--- src/rtl/ibex_ex_issue.sv ---
// ============================================================================
// ibex_ex_issue
// Issues one decoded instruction to the EX block, waits for its result with a
// cycle-bounded timeout and presents it on a writeback handshake.
// Revision: 1.0
// ============================================================================
`default_nettype none

package ibex_pkg;
    typedef enum logic [6:0] {
        ALU_ADD, ALU_SUB, ALU_XOR, ALU_OR, ALU_AND,
        ALU_SRA, ALU_SRL, ALU_SLL, ALU_LT, ALU_LTU
    } alu_op_e;

    typedef enum logic [1:0] {
        MD_OP_MULL, MD_OP_MULH, MD_OP_DIV, MD_OP_REM
    } md_op_e;
endpackage

module ibex_ex_issue #(
    parameter bit          RV32M      = 1'b1,
    parameter int unsigned MD_TIMEOUT = 64
) (
    input  logic                clk_i,
    input  logic                rst_i,
    input  logic                instr_valid_i,
    output logic                instr_ready_o,
    input  ibex_pkg::alu_op_e   alu_op_i,
    input  logic [31:0]         operand_a_i,
    input  logic [31:0]         operand_b_i,
    input  logic                is_md_i,
    input  logic                is_div_i,
    input  ibex_pkg::md_op_e    md_op_i,
    input  logic [1:0]          md_signed_i,
    input  logic [4:0]          rd_addr_i,
    input  logic                rd_we_i,
    input  logic                flush_i,
    output ibex_pkg::alu_op_e   alu_operator_o,
    output logic [31:0]         alu_operand_a_o,
    output logic [31:0]         alu_operand_b_o,
    output ibex_pkg::md_op_e    multdiv_operator_o,
    output logic [1:0]          multdiv_signed_mode_o,
    output logic [31:0]         multdiv_operand_a_o,
    output logic [31:0]         multdiv_operand_b_o,
    output logic                mult_en_o,
    output logic                div_en_o,
    input  logic [31:0]         ex_result_i,
    input  logic                ex_valid_i,
    output logic                wb_valid_o,
    input  logic                wb_ready_i,
    output logic [4:0]          wb_addr_o,
    output logic [31:0]         wb_data_o,
    output logic                wb_we_o,
    output logic                wb_err_o,
    output logic                busy_o
);

    localparam logic [1:0] c_ST_IDLE = 2'd0;
    localparam logic [1:0] c_ST_EXEC = 2'd1;
    localparam logic [1:0] c_ST_WB   = 2'd2;
    localparam logic [7:0] c_CNT_LAST = 8'(MD_TIMEOUT - 1);

    logic [1:0]        r_state;
    ibex_pkg::alu_op_e r_alu_op;
    ibex_pkg::md_op_e  r_md_op;
    logic [31:0]       r_op_a;
    logic [31:0]       r_op_b;
    logic [31:0]       r_wb_data;
    logic [1:0]        r_md_signed;
    logic [4:0]        r_rd_addr;
    logic              r_rd_we;
    logic              r_is_md;
    logic              r_is_div;
    logic              r_wb_err;
    logic [7:0]        r_cnt;

    logic w_idle;
    logic w_exec;
    logic w_wb;
    logic w_accept;
    logic w_illegal;

    assign w_idle    = (r_state == c_ST_IDLE);
    assign w_exec    = (r_state == c_ST_EXEC);
    assign w_wb      = (r_state == c_ST_WB);
    assign w_illegal = (RV32M == 1'b0) & is_md_i;

    assign instr_ready_o = ~flush_i & (w_idle | (w_wb & wb_ready_i));
    assign w_accept      = instr_valid_i & instr_ready_o;

    always_ff @(posedge clk_i) begin
        if (rst_i) begin
            r_state     <= c_ST_IDLE;
            r_alu_op    <= ibex_pkg::ALU_ADD;
            r_md_op     <= ibex_pkg::MD_OP_MULL;
            r_op_a      <= 32'd0;
            r_op_b      <= 32'd0;
            r_wb_data   <= 32'd0;
            r_md_signed <= 2'd0;
            r_rd_addr   <= 5'd0;
            r_rd_we     <= 1'b0;
            r_is_md     <= 1'b0;
            r_is_div    <= 1'b0;
            r_wb_err    <= 1'b0;
            r_cnt       <= 8'd0;
        end else if (flush_i) begin
            r_state <= c_ST_IDLE;
        end else if (w_accept) begin
            // Accept happens from IDLE or on the WB handshake; illegal M ops skip EX.
            r_alu_op    <= alu_op_i;
            r_md_op     <= md_op_i;
            r_op_a      <= operand_a_i;
            r_op_b      <= operand_b_i;
            r_md_signed <= md_signed_i;
            r_rd_addr   <= rd_addr_i;
            r_rd_we     <= rd_we_i;
            r_is_md     <= is_md_i;
            r_is_div    <= is_div_i;
            r_wb_data   <= 32'd0;
            r_wb_err    <= w_illegal;
            r_cnt       <= 8'd0;
            r_state     <= w_illegal ? c_ST_WB : c_ST_EXEC;
        end else begin
            case (r_state)
                c_ST_EXEC: begin
                    if (ex_valid_i) begin
                        r_wb_data <= ex_result_i;
                        r_state   <= c_ST_WB;
                    end else if (r_cnt == c_CNT_LAST) begin
                        r_wb_data <= 32'd0;
                        r_wb_err  <= 1'b1;
                        r_state   <= c_ST_WB;
                    end else begin
                        r_cnt <= r_cnt + 8'd1;
                    end
                end
                c_ST_WB: begin
                    if (wb_ready_i) begin
                        r_state <= c_ST_IDLE;
                    end
                end
                default: r_state <= c_ST_IDLE;
            endcase
        end
    end

    assign alu_operator_o        = r_alu_op;
    assign alu_operand_a_o       = r_op_a;
    assign alu_operand_b_o       = r_op_b;
    assign multdiv_operator_o    = r_md_op;
    assign multdiv_signed_mode_o = r_md_signed;
    assign multdiv_operand_a_o   = r_op_a;
    assign multdiv_operand_b_o   = r_op_b;
    assign mult_en_o             = w_exec & r_is_md & ~r_is_div;
    assign div_en_o              = w_exec & r_is_md & r_is_div;
    assign wb_valid_o            = w_wb;
    assign wb_addr_o             = r_rd_addr;
    assign wb_data_o             = r_wb_data;
    assign wb_err_o              = r_wb_err;
    assign wb_we_o               = r_rd_we & (r_rd_addr != 5'd0) & ~r_wb_err;
    assign busy_o                = ~w_idle;

endmodule

`default_nettype wire

--- config.mk ---
export PLATFORM = sky130hd
export DESIGN_NAME = ibex_ex_issue
export DESIGN_NICKNAME = d
export VERILOG_FILES = /design/src/rtl/ibex_ex_issue.sv
export SDC_FILE = /design/constraint.sdc
export NUM_CORES = 1
export LEC_CHECK = 0
export CORE_MARGIN = 2
export CORE_UTILIZATION = 34
export CTS_BUF_LIST = sky130_fd_sc_hd__clkbuf_8
export DETAILED_ROUTE_END_ITERATION = 8
export MAX_ROUTING_LAYER = met4
export PLACE_DENSITY = 0.78
export SYNTH_ARGS = -nofsm -noshare
export SYNTH_HDL_FRONTEND = slang
export SYNTH_SLANG_ARGS = --single-unit
--- constraint.sdc ---
create_clock -name clk_i -period 1.8 [get_ports clk_i]
set_input_delay 0.27 -clock clk_i [delete_from_list [all_inputs] [get_ports clk_i]]
set_output_delay 0.27 -clock clk_i [all_outputs]
set_load 0.005 [all_outputs]
Word-level counts from Yosys, hierarchy flattened
Index checks and enable logic that the tools add are counted.
{"block": "classes", "add_sub_neg": 1, "reduce_logical": 13, "n_bitwise": 13, "n_mux": 17, "eq_ne": 9}
{"op": "32-bit 2-to-1 mux", "count": 4}
{"op": "8-bit 2-to-1 mux", "count": 4}
{"op": "8-bit by 1-bit adder with 8-bit output (second input constant)", "count": 1}
{"op": "1-bit bitwise AND", "count": 8}
{"op": "8-bit by 6-bit equality test with 1-bit output (second input constant)", "count": 1}
{"op": "4-bit AND reduction", "count": 2}
{"op": "2-bit 2-to-1 mux", "count": 3}
{"op": "3-bit by 2-bit != test with 1-bit output (second input constant)", "count": 2}
{"op": "2-bit AND reduction", "count": 3}
{"op": "1-bit 2-to-1 mux", "count": 5}
{"op": "5-bit nonzero test", "count": 1}
{"op": "2-bit != test (second input constant)", "count": 2}
{"op": "4-bit by 2-bit != test with 1-bit output (second input constant)", "count": 1}
{"op": "1-bit inverter", "count": 4}
{"op": "2-bit case mux with 2 select lines", "count": 1}
{"op": "2-bit nonzero test", "count": 2}
{"op": "3-bit AND reduction", "count": 1}
{"op": "3-bit nonzero test", "count": 1}
{"op": "3-bit OR reduction", "count": 1}
{"op": "2-bit by 1-bit equality test with 1-bit output (second input constant)", "count": 1}
{"op": "2-bit equality test (second input constant)", "count": 1}
{"op": "2-bit zero test", "count": 1}
{"op": "2-bit by 1-bit != test with 1-bit output (second input constant)", "count": 1}
{"op": "2-bit OR reduction", "count": 1}
{"op": "1-bit OR", "count": 1}
{"block": "totals", "reg_bits": 126, "in_bits": 121}

Depth between registers and ports, before layout
{"block": "logic_depth", "ltp_word": 7, "ltp_mapped": 7, "ltp_nobuf": 5}

Worst setup path before layout
Ideal clock, no wire load.
{"block": "synth_timing", "path_type": "reg-to-reg", "start": "register r_cnt[0]", "end": "register r_wb_data[10], in the netlist wb_data_o[10]", "arrival_time_ps": 1638, "setup_ps": 59, "n_path_buf": 1, "setup_slack_ps": 104, "stages_incl_launch_ff": 7, "required_time_ps": 1741, "path_cell_list": "dfxtp_1 > ha_1 > and4bb_4 > a21o_1 > a311oi_4 > buf_6 > a22o_1"}
{"block": "synth_via", "elab_chain_len": 3}
{"element": "from (decl)", "line_no": "75", "text": "logic [7:0] r_cnt;"}
{"element": "from (signal assigned)", "line_no": "134", "text": "r_cnt <= r_cnt + 8'd1;"}
{"element": "8-bit by 6-bit equality test with 1-bit output", "line_no": "129", "text": "end else if (r_cnt == c_CNT_LAST) begin"}
{"element": "3-bit nonzero test (no line)"}
{"element": "3-bit AND reduction (no line)"}
{"element": "to (signal assigned)", "line_no": "127", "text": "r_wb_data <= ex_result_i;"}
{"element": "to (decl)", "line_no": "68", "text": "logic [31:0] r_wb_data;"}
Every way passes these cells.
A chain may end at the register's enable or synchronous reset.

Worst setup path in the final report
{"block": "layout_timing", "start": "register r_rd_addr[3], in the netlist wb_addr_o[3]", "end": "output port wb_we_o"}
{"block": "layout_via", "elab_chain_len": 3}
{"element": "from (decl)", "line_no": "70", "text": "logic [4:0] r_rd_addr;"}
{"element": "from (signal assigned)", "line_no": "115", "text": "r_rd_addr <= rd_addr_i;"}
{"element": "5-bit nonzero test", "line_no": "160", "text": "assign wb_we_o = r_rd_we & (r_rd_addr != 5'd0) & ~r_wb_err;"}
{"element": "1-bit bitwise AND (2 in series)", "line_no": "160"}
{"element": "to (decl)", "line_no": "53", "text": "output logic wb_we_o,"}
Every way passes these cells.

==> metrics <==
Die ar.=roughly 0.015 mm²; worst min path class=in -> reg; RSZ-0062 raised after global routing=yes; maximum vdd drop=between 0.3 and 0.4 mV; post-layout instance area=about 0.008 mm²; Final period util=102%; Starting Density=about a third; number of max-cap violations=0; # DRC=0; Hold Slack=~0.19 ns; synthesized net count=about 700; Reg2Reg Depth=6; CTS tree=built; I/O Pins=between 300 and 400; Switching Share=about 25%; RePlAce Congestion=slightly above 0.8; ys flop type=dfxtp_1; Final Max Slew Viols=0; post-route ant nets=0; Final Hold Fails=0; FP Rows=44; sequential share of power=a little under half; Worst R2R End=wb_data_o[4]$_SDFFE_PP0P_; clock network power share=between 30% and 40%; vias per cell=4.67; Clock Sinks=around 130; initial antenna violation count=0; worst slew pin tran=around 0.4 ns; clk buf depth=2; mean routed wirelength per cell=around 15 µm; commonest cells after routing, fill and taps aside=clkdlybuf4s50_1, nand2_1, dfxtp_1; total leakage power=~3 nW; Setup WS post-layout=-0.0346 ns; failing checks=negative setup slack; PwrDens=around 760 mW/mm²; Max stage delay on crit path=around 0.54 ns; Synth async-reset ratio=0%; Seq cells post-synth=approximately 130; net switching power=between 1.5 and 2 mW; Final #Nets=roughly 940; largest net degree at the start of global routing=56; area of placed instances=~0.0078 mm²; Iter 0 DRT Violations=about 250; final setup fails=1; Ys Warns=0; internal power=between 4 and 5 mW; CP required=~1.5 ns; Avg Cell Area, Syn=roughly 8.7 µm²; outcome=complete, but fails checks; fmax=~550 MHz; via count=approximately 4,700; die width=~120 µm; Worst slew margin=between 70% and 80%; critical path class=reg -> out; Setup crit end=wb_we_o; Logic pwr share=14.7%; Initial DRT Pass Iterations=4; Max FO, Critical Path=2; min cycle time layout=around 1.8 ns; crit path DAT=approximately 1.6 ns; CP max stage cell=or4_4; CP Cell Sequence=or4_4 -> nor2_4 -> nor3b_1 -> buf_2; DP HPWL=approximately 11 mm; Worst Setup SP=wb_addr_o[3]$_SDFFE_PP0P_; post-synthesis sequential area ratio=between 50% and 60%; Cell Area, Synth=roughly 0.0049 mm²; vias in the first global route=between 4,000 and 5,000; flop2flop setup slack=roughly 0.090 ns; synthesized instance count=~570; port buffer count=approximately 300; clock-pin slew on the worst setup and hold paths=around 0.080 ns; Core Region=0.0144 mm²; H-tree depth=4; share of layout cells above drive strength 1=8.83%; CP Capture Type=output pin; CTS root buffer=clkbuf_8; Yosys cell types=between 40 and 50; drt total wl=about 15 mm; diodes inserted=0; first-pass GRT wire length=about 24 mm; Filler cells=1,292; Remaining Overflow, GRT=0; reg-to-reg startpoint=r_cnt[1]$_SDFFE_PP0P_; most common cell after layout, fill and taps aside=clkdlybuf4s50_1; die extent in y=124 µm; Layout area overhead=66.9%; All-Layer GR Usage=between 10% and 20%; worst skew pair latency=~0.43 ns; Worst Skew=0.00859 ns; Hold Startpoint=rst_i; CTS buffer count=17; EDFF count, synth=0; startpoint types=flip-flop
synth_stat cells (3+ instances only):
| cell type | n | share of area (%) |
|---|---|---|
| nand2_1 | 168 | 13 |
| dfxtp_1 | 126 | 51 |
| a21oi_1 | 87 | 8.8 |
| buf_4 | 64 | 9.7 |
| a22o_1 | 32 | 5.7 |
| clkbuf_1 | 15 | 1.1 |
| buf_2 | 11 | 1.1 |
| nor2_1 | 11 | 0.84 |
| buf_1 | 6 | 0.46 |
| and3_1 | 4 | 0.51 |
| buf_6 | 4 | 0.91 |
| nand3_1 | 4 | 0.41 |
| nor3_1 | 3 | 0.30 |
worst min-delay path by stage:
stage,cells past startpoint,endpoint
finish,2,alu_operand_b_o[19]$_SDFFE_PP0P_
CTS,2,alu_operand_b_o[19]$_SDFFE_PP0P_
global placement,2,alu_operator_o[2]$_SDFFE_PP0P_
detailed placement,2,r_rd_we$_SDFFE_PP0P_
global route,2,alu_operand_b_o[19]$_SDFFE_PP0P_
floorplan,1,r_state[0]$_SDFFE_PP0P_
area by class of cell:
type	count	area, µm²	area share, %
clock buffer	17	234	2.84
clock inverter	15	149	1.81
inverter	1	3.75	0.0456
multi-input combinational	341	1800	21.8
sequential	126	2530	30.8
tap	184	230	2.80
timing repair buffer	327	3290	40.0
critical path: cells and delay by family (launching register included):
family / cells / cell delay (ns)
simple gates: 3 / 0.68
flops: 1 / 0.33
buf+inv: 1 / 0.13
power by group through the flow:
stage          logic [mW]  clock network [mW]  registers [mW]
2_1_floorplan       0.330                   0            3.01
3_3_place_gp        0.902                   0            3.01
3_5_place_dp        0.911                   0            3.02
4_1_cts             0.921                2.46            2.95
5_1_grt             0.987                2.57            2.96
6_report            0.916                2.37            2.95
registers in the layout, summed over array words and instances (netlist names):
name,cells
wb_err_o,1
multdiv_signed_mode_o,2
alu_operand_a_o,32
wb_data_o,32
r_cnt,8
alu_operator_o,7
r_rd_we,1
wb_addr_o,5
r_is_md,1
r_state,2
multdiv_operator_o,2
alu_operand_b_o,32
r_is_div,1
metrics by stage:
step                TNS, ns  power, mW  setup WS (ns)  std cells  util [%]
floorplan                 0       3.34          0.104        568         -
global placement      -1.70       3.91         -0.144        976      54.3
detailed placement    -3.14       3.93         -0.228        976      54.3
CTS                  -0.129       6.33         -0.129       1010      57.2
global route         -0.107       6.52         -0.107       1011      57.3
finish              -0.0346       6.24        -0.0346       1011      57.3
repair_timing:
action,4_1_cts,5_1_grt
cloned,0,0
pin swaps,2,1
endpoints found under the hold margin,0,0
endpoints found under the setup margin,6,3
setup buffers,2,1
gates resized for setup,18,5
hold buffers,0,0
layer usage:
metal / global-route usage [%] / share of wire, % / up-vias
li1: - / - / 2323
met1: 23.7 / 43 / 2169
met2: 32.1 / 49 / 212
met3: 5.50 / 6.9 / 15
met4: 6.54 / 1.4 / 0
met5: - / 0 / -
logic make-up after synthesis:
family / synth area share (%)
AND/OR/NAND/NOR: 18.2
buffers and inverters: 13.4
adder cells (fa/ha/maj): 0.254
multiplexers: 0.203
XOR/XNOR: 0.710
AO/OA/AOI/OAI: 16.1
flip-flops: 51.1
(Power assumes the default switching activity.)
